File: src/rtl/fir_sym_mc.sv
// Multi-channel symmetric FIR: one shared multiplier folds the tap pairs
// x[k] + x[2N-1-k] and accumulates HALF_TAPS products per accepted sample.
module fir_sym_mc #(
    parameter int DATA_W    = 8,
    parameter int COEF_W    = 8,
    parameter int HALF_TAPS = 11,
    parameter int CHANNELS  = 2,
    parameter int OUT_W     = 20,
    parameter int SHIFT     = 0,
    parameter logic [HALF_TAPS-1:0][COEF_W-1:0] COEF_INIT = {
        8'd128, 8'd122, 8'd111, 8'd95, 8'd78, 8'd60,
        8'd43,  8'd28,  8'd16,  8'd10, 8'd2
    },
    localparam int CH_W = (CHANNELS > 1) ? $clog2(CHANNELS) : 1,
    localparam int K_W  = (HALF_TAPS > 1) ? $clog2(HALF_TAPS) : 1
) (
    input  logic              CLK_Filter,
    input  logic              rst_n,
    input  logic              in_valid,
    output logic              in_ready,
    input  logic [CH_W-1:0]   in_ch,
    input  logic [DATA_W-1:0] in_data,
    input  logic              coef_we,
    input  logic [K_W-1:0]    coef_addr,
    input  logic [COEF_W-1:0] coef_data,
    output logic              out_valid,
    output logic [CH_W-1:0]   out_ch,
    output logic [OUT_W-1:0]  out_data
);

    localparam int TAPS   = 2 * HALF_TAPS;
    localparam int T_W    = $clog2(TAPS);
    localparam int PRE_W  = DATA_W + 1;
    localparam int PROD_W = COEF_W + PRE_W;
    localparam int ACC_W  = DATA_W + 1 + COEF_W + K_W;
    localparam int SAT_W  = (ACC_W > OUT_W) ? ACC_W : OUT_W;

    localparam logic [K_W-1:0]   K_LAST   = K_W'(HALF_TAPS - 1);
    localparam logic [CH_W-1:0]  CH_MAX   = CH_W'(CHANNELS - 1);
    localparam logic [T_W-1:0]   IDX_TOP  = T_W'(TAPS - 1);
    localparam logic [SAT_W-1:0] SAT_MAX  = SAT_W'({OUT_W{1'b1}});

    typedef enum logic [1:0] {
        S_IDLE,
        S_MAC,
        S_OUT
    } state_t;

    state_t            state_q, state_d;
    logic [DATA_W-1:0] x_q [CHANNELS][TAPS];
    logic [DATA_W-1:0] x_d [CHANNELS][TAPS];
    logic [COEF_W-1:0] coef_q [HALF_TAPS];
    logic [COEF_W-1:0] coef_d [HALF_TAPS];
    logic [ACC_W-1:0]  acc_q, acc_d;
    logic [K_W-1:0]    k_q, k_d;
    logic [CH_W-1:0]   ch_q, ch_d;
    logic [CH_W-1:0]   out_ch_q, out_ch_d;
    logic [OUT_W-1:0]  out_data_q, out_data_d;

    logic [T_W-1:0]    idx_lo, idx_hi;
    logic [PRE_W-1:0]  pre_add;
    logic [PROD_W-1:0] product;
    logic [ACC_W-1:0]  acc_sum;
    logic [SAT_W-1:0]  shifted;
    logic [OUT_W-1:0]  sat_val;

    // Shared MAC datapath: the step counter picks the mirrored tap pair.
    always_comb begin
        idx_lo  = T_W'(k_q);
        idx_hi  = IDX_TOP - idx_lo;
        pre_add = PRE_W'(x_q[ch_q][idx_lo]) + PRE_W'(x_q[ch_q][idx_hi]);
        product = PROD_W'(coef_q[k_q]) * PROD_W'(pre_add);
        acc_sum = acc_q + ACC_W'(product);
        shifted = SAT_W'(acc_sum >> SHIFT);
        sat_val = (shifted > SAT_MAX) ? SAT_MAX[OUT_W-1:0] : shifted[OUT_W-1:0];
    end

    always_comb begin
        state_d    = state_q;
        x_d        = x_q;
        coef_d     = coef_q;
        acc_d      = acc_q;
        k_d        = k_q;
        ch_d       = ch_q;
        out_ch_d   = out_ch_q;
        out_data_d = out_data_q;
        in_ready   = 1'b0;
        out_valid  = 1'b0;

        case (state_q)
            S_IDLE: begin
                in_ready = 1'b1;
                if (coef_we && (coef_addr <= K_LAST)) begin
                    coef_d[coef_addr] = coef_data;
                end
                // Out-of-range channels are consumed here without touching any line.
                if (in_valid && (in_ch <= CH_MAX)) begin
                    for (int c = 0; c < CHANNELS; c++) begin
                        if (CH_W'(c) == in_ch) begin
                            x_d[c][0] = in_data;
                            for (int i = 1; i < TAPS; i++) begin
                                x_d[c][i] = x_q[c][i-1];
                            end
                        end
                    end
                    acc_d   = '0;
                    k_d     = '0;
                    ch_d    = in_ch;
                    state_d = S_MAC;
                end
            end

            S_MAC: begin
                acc_d = acc_sum;
                k_d   = k_q + 1'b1;
                if (k_q == K_LAST) begin
                    k_d        = '0;
                    out_data_d = sat_val;
                    out_ch_d   = ch_q;
                    state_d    = S_OUT;
                end
            end

            S_OUT: begin
                out_valid = 1'b1;
                state_d   = S_IDLE;
            end

            default: begin
                state_d = S_IDLE;
            end
        endcase
    end

    always_ff @(posedge CLK_Filter) begin
        if (!rst_n) begin
            state_q    <= S_IDLE;
            acc_q      <= '0;
            k_q        <= '0;
            ch_q       <= '0;
            out_ch_q   <= '0;
            out_data_q <= '0;
            for (int c = 0; c < CHANNELS; c++) begin
                for (int i = 0; i < TAPS; i++) begin
                    x_q[c][i] <= '0;
                end
            end
            for (int i = 0; i < HALF_TAPS; i++) begin
                coef_q[i] <= COEF_INIT[i];
            end
        end else begin
            state_q    <= state_d;
            acc_q      <= acc_d;
            k_q        <= k_d;
            ch_q       <= ch_d;
            out_ch_q   <= out_ch_d;
            out_data_q <= out_data_d;
            x_q        <= x_d;
            coef_q     <= coef_d;
        end
    end

    assign out_ch   = out_ch_q;
    assign out_data = out_data_q;

endmodule

File: config.mk
export PLATFORM = sky130hd
export DESIGN_NAME = fir_sym_mc
export DESIGN_NICKNAME = d
export VERILOG_FILES = /design/src/rtl/fir_sym_mc.sv
export SDC_FILE = /design/constraint.sdc
export NUM_CORES = 1
export LEC_CHECK = 0
export BUFFER_PORTS_ARGS = -buffer_cell sky130_fd_sc_hd__buf_2
export CAP_MARGIN = 25
export CORE_MARGIN = 3
export CORE_UTILIZATION = 50
export DETAILED_ROUTE_END_ITERATION = 10
export PLACE_DENSITY_LB_ADDON = 0.08
export SETUP_SLACK_MARGIN = 0.3
export SLEW_MARGIN = 0
export SYNTH_ARGS = -nofsm -noshare
export SYNTH_HDL_FRONTEND = slang
export SYNTH_SLANG_ARGS = --single-unit
File: constraint.sdc
create_clock -name CLK_Filter -period 19.4 [get_ports CLK_Filter]
set_clock_uncertainty 0.1 [all_clocks]
set_input_delay 0.97 -clock CLK_Filter [delete_from_list [all_inputs] [get_ports CLK_Filter]]
set_output_delay 0.97 -clock CLK_Filter [all_outputs]
set_load 0.05 [all_outputs]
# Word level (Yosys, flattened, before mapping)
# Index checks and enable logic that the tools add are counted.
[word_totals]
ff_bits = 489
latch_bits = 0
mem_bits_rw = 0
mem_bits_ro = 0
in_bits = 25
elab_cells = 124
mem_count = 0
[op_classes]
n_addsub = 4
mul = 1
div_mod_pow = 0
order_cmp = 9
eq_ne = 5
n_shift = 0
n_mux = 26
bitwise_logic = 6
n_reduce_logical = 12
[ops]
columns = ["op", "n"]
rows = [
  ["$mux W176", 3],
  ["$bwmux W88", 1],
  ["$bmux W8 S5", 2],
  ["$mux W8", 7],
  ["$pmux W21 S2", 1],
  ["$bmux W8 S4", 1],
  ["$demux W8 S4", 1],
  ["$add A21 B17 Y21", 1],
  ["$gt A21 B20 Y1 const B", 1],
  ["$mux W21", 1],
  ["$mux W20", 1],
  ["$mul A8 B9 Y17", 1],
  ["$ge A6 B6 Y1 const B", 2],
  ["$ge A5 B5 Y1 const B", 2],
  ["$not A4 Y5", 2],
  ["$reduce_and A2 Y1", 5],
  ["$add A8 B8 Y9", 1],
  ["$mux W4", 2],
  ["$pmux W4 S2", 1],
  ["$not A4 Y6", 1],
  ["$not A5 Y6", 1],
  ["$reduce_and A3 Y1", 2],
  ["$lt A5 B1 Y1 const B", 1],
  ["$sub A5 B4 Y5 const A", 1],
  ["other kinds (16)", 21],
]

# Depth between registers and ports, before layout
[logic_depth]
word_depth = 12
depth_mapped = 34
ltp_nobuf = 30

# Worst setup path before layout
# Ideal clock, no wire load.
[synth_path]
path_kind = "register to register"
start = "register k_q[1]"
end = "register out_data_q[10], in the netlist out_data[10]"
t_arrival_ps = 8051
required_ps = 19178
path_slack_ps = 11127
stages_incl_launch_ff = 29
n_path_buf = 2
period_less_slack_ps = 8273
path_cell_list = "dfxtp_1 ha_1 clkbuf_2 xor2_1 mux4_2 a21oi_1 o22ai_1 ha_1 a21o_1 a21oi_1 o21bai_1 a2111oi_1 nor4_1 or3b_2 fa_1 inv_1 fa_1 fa_1 inv_1 fa_1 inv_1 ha_1 nand2_1 or3b_4 a311oi_4 nor4_2 nor3_4 buf_8 a21oi_2"
[synth_between]
elab_chain_len = 10
elab_cells_between_ends = 20
cone_classes = "3 x add/sub; 1 x mul; 1 x order compare; 1 x eq/ne; 10 x mux; 3 x bitwise; 1 x reduce/logical"
[synth_lines]
columns = ["element", "line_no", "rtl"]
rows = [
  ["from (decl)", "55", "logic [K_W-1:0] k_q, k_d;"],
  ["from (signal assigned)", "154", "k_q <= k_d;"],
  ["$sub A5 B4 Y5", "70", "idx_hi = IDX_TOP - idx_lo;"],
  ["$not A5 Y6 (implied by the code)", "71", "pre_add = PRE_W'(x_q[ch_q][idx_lo]) + PRE_W'(x_q[ch_q][idx_hi]);"],
  ["$bmux W8 S5", "71", ""],
  ["$mux W8 (implied by the code) (2 in series)", "71", ""],
  ["$add A8 B8 Y9", "71", ""],
  ["$mul A8 B9 Y17", "72", "product = PROD_W'(coef_q[k_q]) * PROD_W'(pre_add);"],
  ["$add A21 B17 Y21", "73", "acc_sum = acc_q + ACC_W'(product);"],
  ["$gt A21 B20 Y1", "75", "sat_val = (shifted > SAT_MAX) ? SAT_MAX[OUT_W-1:0] : shifted[OUT_W-1:0];"],
  ["$mux W20", "75", ""],
  ["to (signal assigned)", "157", "out_data_q <= out_data_d;"],
  ["to (decl)", "58", "logic [OUT_W-1:0] out_data_q, out_data_d;"],
]
# Parallel ways exist; a longest one is shown, timed or not. The select of a mux whose other input is x is not followed.
# A chain may end at the register's enable or synchronous reset.

# Worst setup path after layout
[layout_path]
start = "register ch_q"
end = "register out_data_q[19], in the netlist out_data[19]"
[layout_between]
elab_chain_len = 12
elab_cells_between_ends = 15
cone_classes = "2 x add/sub; 1 x mul; 1 x order compare; 10 x mux; 1 x bitwise"
[layout_lines]
columns = ["element", "line_no", "rtl"]
rows = [
  ["from (decl)", "56", "logic [CH_W-1:0] ch_q, ch_d;"],
  ["from (signal assigned)", "155", "ch_q <= ch_d;"],
  ["$not A1 Y2 (implied by the code) *", "71", ""],
  ["$mux W176 (implied by the code) * (3 in series)", "71", ""],
  ["$bmux W8 S5", "71", ""],
  ["$mux W8 (implied by the code) (2 in series)", "71", ""],
  ["$add A8 B8 Y9 *", "71", ""],
  ["$mul A8 B9 Y17 *", "72", ""],
  ["$add A21 B17 Y21 *", "73", ""],
  ["$gt A21 B20 Y1", "75", ""],
  ["$mux W20 *", "75", ""],
]
# Every way passes the cells marked *; elsewhere a longest branch is shown, timed or not. The select of a mux whose other input is x is not followed.

==> flow_summary.json <==
{
  "p_int_w": 0.00172,
  "rsz0062_at_grt": "no",
  "slowest_delay_ns": 0.79,
  "synth_commonest_cells": "nand2_1 (824), dfxtp_1 (489), a21oi_1 (224), a21boi_0 (178), mux4_2 (171)",
  "yosys.area.top_type": "dfxtp_1",
  "min_path_type": "flip-flop to flip-flop",
  "post-route-period-util": 0.545,
  "yosysSeqAreaShare": 0.373,
  "leakage_nw": 10.2,
  "post_cts_resize_count": 0,
  "swShare": 0.240,
  "status": "complete, no violations",
  "start_kind": "flip-flop",
  "dieHeight_um": 235,
  "initial_core_util": 0.508,
  "synth_area_per_cell_sq_um": 9.16,
  "ys_types": 69,
  "synth_area_leaders": "dfxtp_1 (37%), mux4_2 (15%), nand2_1 (12%)",
  "dieArea_sq_um": 55200,
  "synth_top_flop_cell": "dfxtp_1",
  "grt_pass1_wl_um": 107000,
  "yosysMostFrequentCell": "nand2_1",
  "grt_pass1_vias": 19900,
  "syn_area_sq_um": 26200,
  "rows": 83,
  "vias": 20200,
  "dr.pass1.iters": 6,
  "antenna_found_initial": 2,
  "arrival_ns": 10.92,
  "synthArstFlopShare": 0,
  "worst_pin_slew_ns": 1.04,
  "yosysTopAreaCellShare": 0.373,
  "path_clk_slew_ns": 0.06,
  "fmax_mhz": 94.6,
  "cts_tree": "yes",
  "p_clk_frac": 0.486,
  "dieWidth_um": 235,
  "coreArea_sq_um": 51600,
  "ant_nets": 0,
  "cts_setup_buffers": 0,
  "fin_nets": 2923,
  "switchingPower_w": 0.000543,
  "area.growth.synth_to_final_pct": 9.28,
  "worstRegToRegCells": 30,
  "drive_gt1_frac": 0.143,
  "setup_violations": 0,
  "min_period_ns": 10.57,
  "synth_fp_nets": 2998,
  "gp_congestion": 0.842,
  "seqPwrFrac": 0.450,
  "ys.warnings.count": 0,
  "cts_root_buf": "clkbuf_16",
  "critPathMaxFanout": 53,
  "endpoint": "out_data[19]",
  "peakVddDrop_mv": 0.0670,
  "worstReg2RegEnd": "out_data[19]",
  "combinationalPowerShare": 0.064,
  "report.final.slew_viol_count": 0,
  "reg2reg_slack_ns": 8.83,
  "avgRoutedWirePerCell_um": 18.7,
  "powerDensity_nw_per_um2": 78.9,
  "nFillCells": 4615,
  "path_class": "flip-flop to flip-flop",
  "htreeDepth": 2,
  "clock_latency_ns": 0.61,
  "drv_cap": 0,
  "ys_seq_elements": 489,
  "vias_per_cell": 5.75,
  "crit_start": "ch_q",
  "grt_max_degree": 118,
  "worstReg2RegStart": "ch_q",
  "clock_sinks": 489,
  "cts_buffer_depth": 3,
  "cp-end-kind": "flip-flop",
  "cp_slowest_cell": "buf_4",
  "drt-total-wl_um": 65700,
  "cts_buffers": 54,
  "critical_path_required_ns": 19.74,
  "synth_edf_count": 0,
  "crit_top_cell": "fa_1",
  "dpl.hpwl_um": 41500,
  "synthCells": 2861,
  "dr.first_iter.drc_count": 1260,
  "slew-limit-headroom": 0.305,
  "drc_errors": 0,
  "hold_buffers": 0,
  "groute.usage.overall": 0.235,
  "hold_violations": 0,
  "grt-ovfl-total": 0,
  "hold_slack_ns": 0.355,
  "finalSetupTns_ns": 0,
  "io_buffer_count": 47,
  "min_path_cells": 2,
  "num_io_pins": 48
}
## how the worst min path moves through the flow
stage | start | end
after floorplan | x_q[0] | x_q[0]
after global placement | x_q[3] | x_q[3]
after detailed placement | x_q[182] | x_q[182]
final | x_q[1] | x_q[1]
after global routing | x_q[182] | x_q[182]
after CTS | x_q[182] | x_q[182]
## power groups by stage
stage / combinational (W) / clock, W / sequential (W)
floorplan: 0.000114 / 0 / 0.00103
global placement: 0.000142 / 0 / 0.00104
detailed placement: 0.000145 / 0 / 0.00104
CTS: 0.000146 / 0.00113 / 0.00102
global route: 0.000157 / 0.00117 / 0.00102
finish: 0.000145 / 0.00110 / 0.00102
## area by class of cell
type                       instances  area [sq um]  share of cell area
antenna                            1          2.50           0.0000873
clock buffer                      78          1620              0.0566
clock inverter                    24           307              0.0107
inverter                         106           403              0.0141
multi-input combinational       2059         15200               0.529
sequential                       489          9800               0.342
tap                              680           851              0.0297
timing repair buffer              76           504              0.0176
## worst max-delay path: cells and delay by family, from the launching register on
kind,cells,cell delay (ns)
adders and majority gates,6,2.65
muxes,1,0.59
and+or+nand+nor,8,2.27
DFF,1,0.76
AOI/OAI and AO/OA,9,2.08
buffers and inverters,6,1.89
## placed cells by master (no fill, tap or decap), types with 4 or more instances in the layout
cell type / count
and2_1: 10
clkinv_2: 9
xor2_1: 9
o31ai_1: 5
clkbuf_8: 16
a21boi_0: 178
nand2b_1: 18
a31oi_1: 12
nand3_1: 10
xnor2_1: 5
mux2i_1: 132
a211oi_1: 5
bufinv_16: 6
nand2_1: 824
clkinvlp_4: 5
o22ai_1: 7
buf_4: 25
or3_1: 6
nor2_1: 108
nor2_2: 6
o21a_1: 4
clkbuf_16: 55
fa_1: 58
nor4_1: 5
o21ai_0: 49
a21oi_2: 15
a22oi_1: 13
mux4_2: 171
a21o_1: 9
or2_2: 7
a21oi_1: 224
inv_1: 102
mux2_2: 11
nor2b_1: 41
dfxtp_1: 485
o21bai_1: 4
clkbuf_1: 7
buf_2: 46
ha_1: 54
nor3_1: 9
## routing by layer
metal | vias up | global-route usage | routed length, um
met4 | 0 | 0.0720 | 1730
met1 | 9989 | 0.306 | 28400
met2 | 468 | 0.405 | 32300
met3 | 108 | 0.0340 | 3380
met5 | - | 0 | 0
li1 | 9649 | - | -
## logic make-up after synthesis
| group | share of synthesized area |
|---|---|
| simple gates | 0.166 |
| compound gates | 0.135 |
| flops | 0.373 |
| mux | 0.202 |
| buf+inv | 0.0496 |
| fa+ha+maj | 0.0701 |
| xor+xnor | 0.00468 |
## state kept, by name (all words and copies together), names as in the netlist
name / flops
out_ch: 1
k_q: 4
ch_q: 1
x_q: 352
out_data: 20
coef_q: 88
acc_q: 21
state_q: 2
## metrics by stage
stage	total power, W	setup WS (ns)	util	instance area (sq um)	instances
floorplan	0.00115	11.13	-	26200	2861
global placement	0.00118	9.03	0.516	26600	3405
detailed placement	0.00119	8.82	0.517	26700	3407
CTS	0.00229	8.75	0.554	28600	3509
global route	0.00234	8.13	0.555	28600	3512
finish	0.00226	8.83	0.555	28700	3513
No activity file was read; power rests on OpenSTA's default activity.
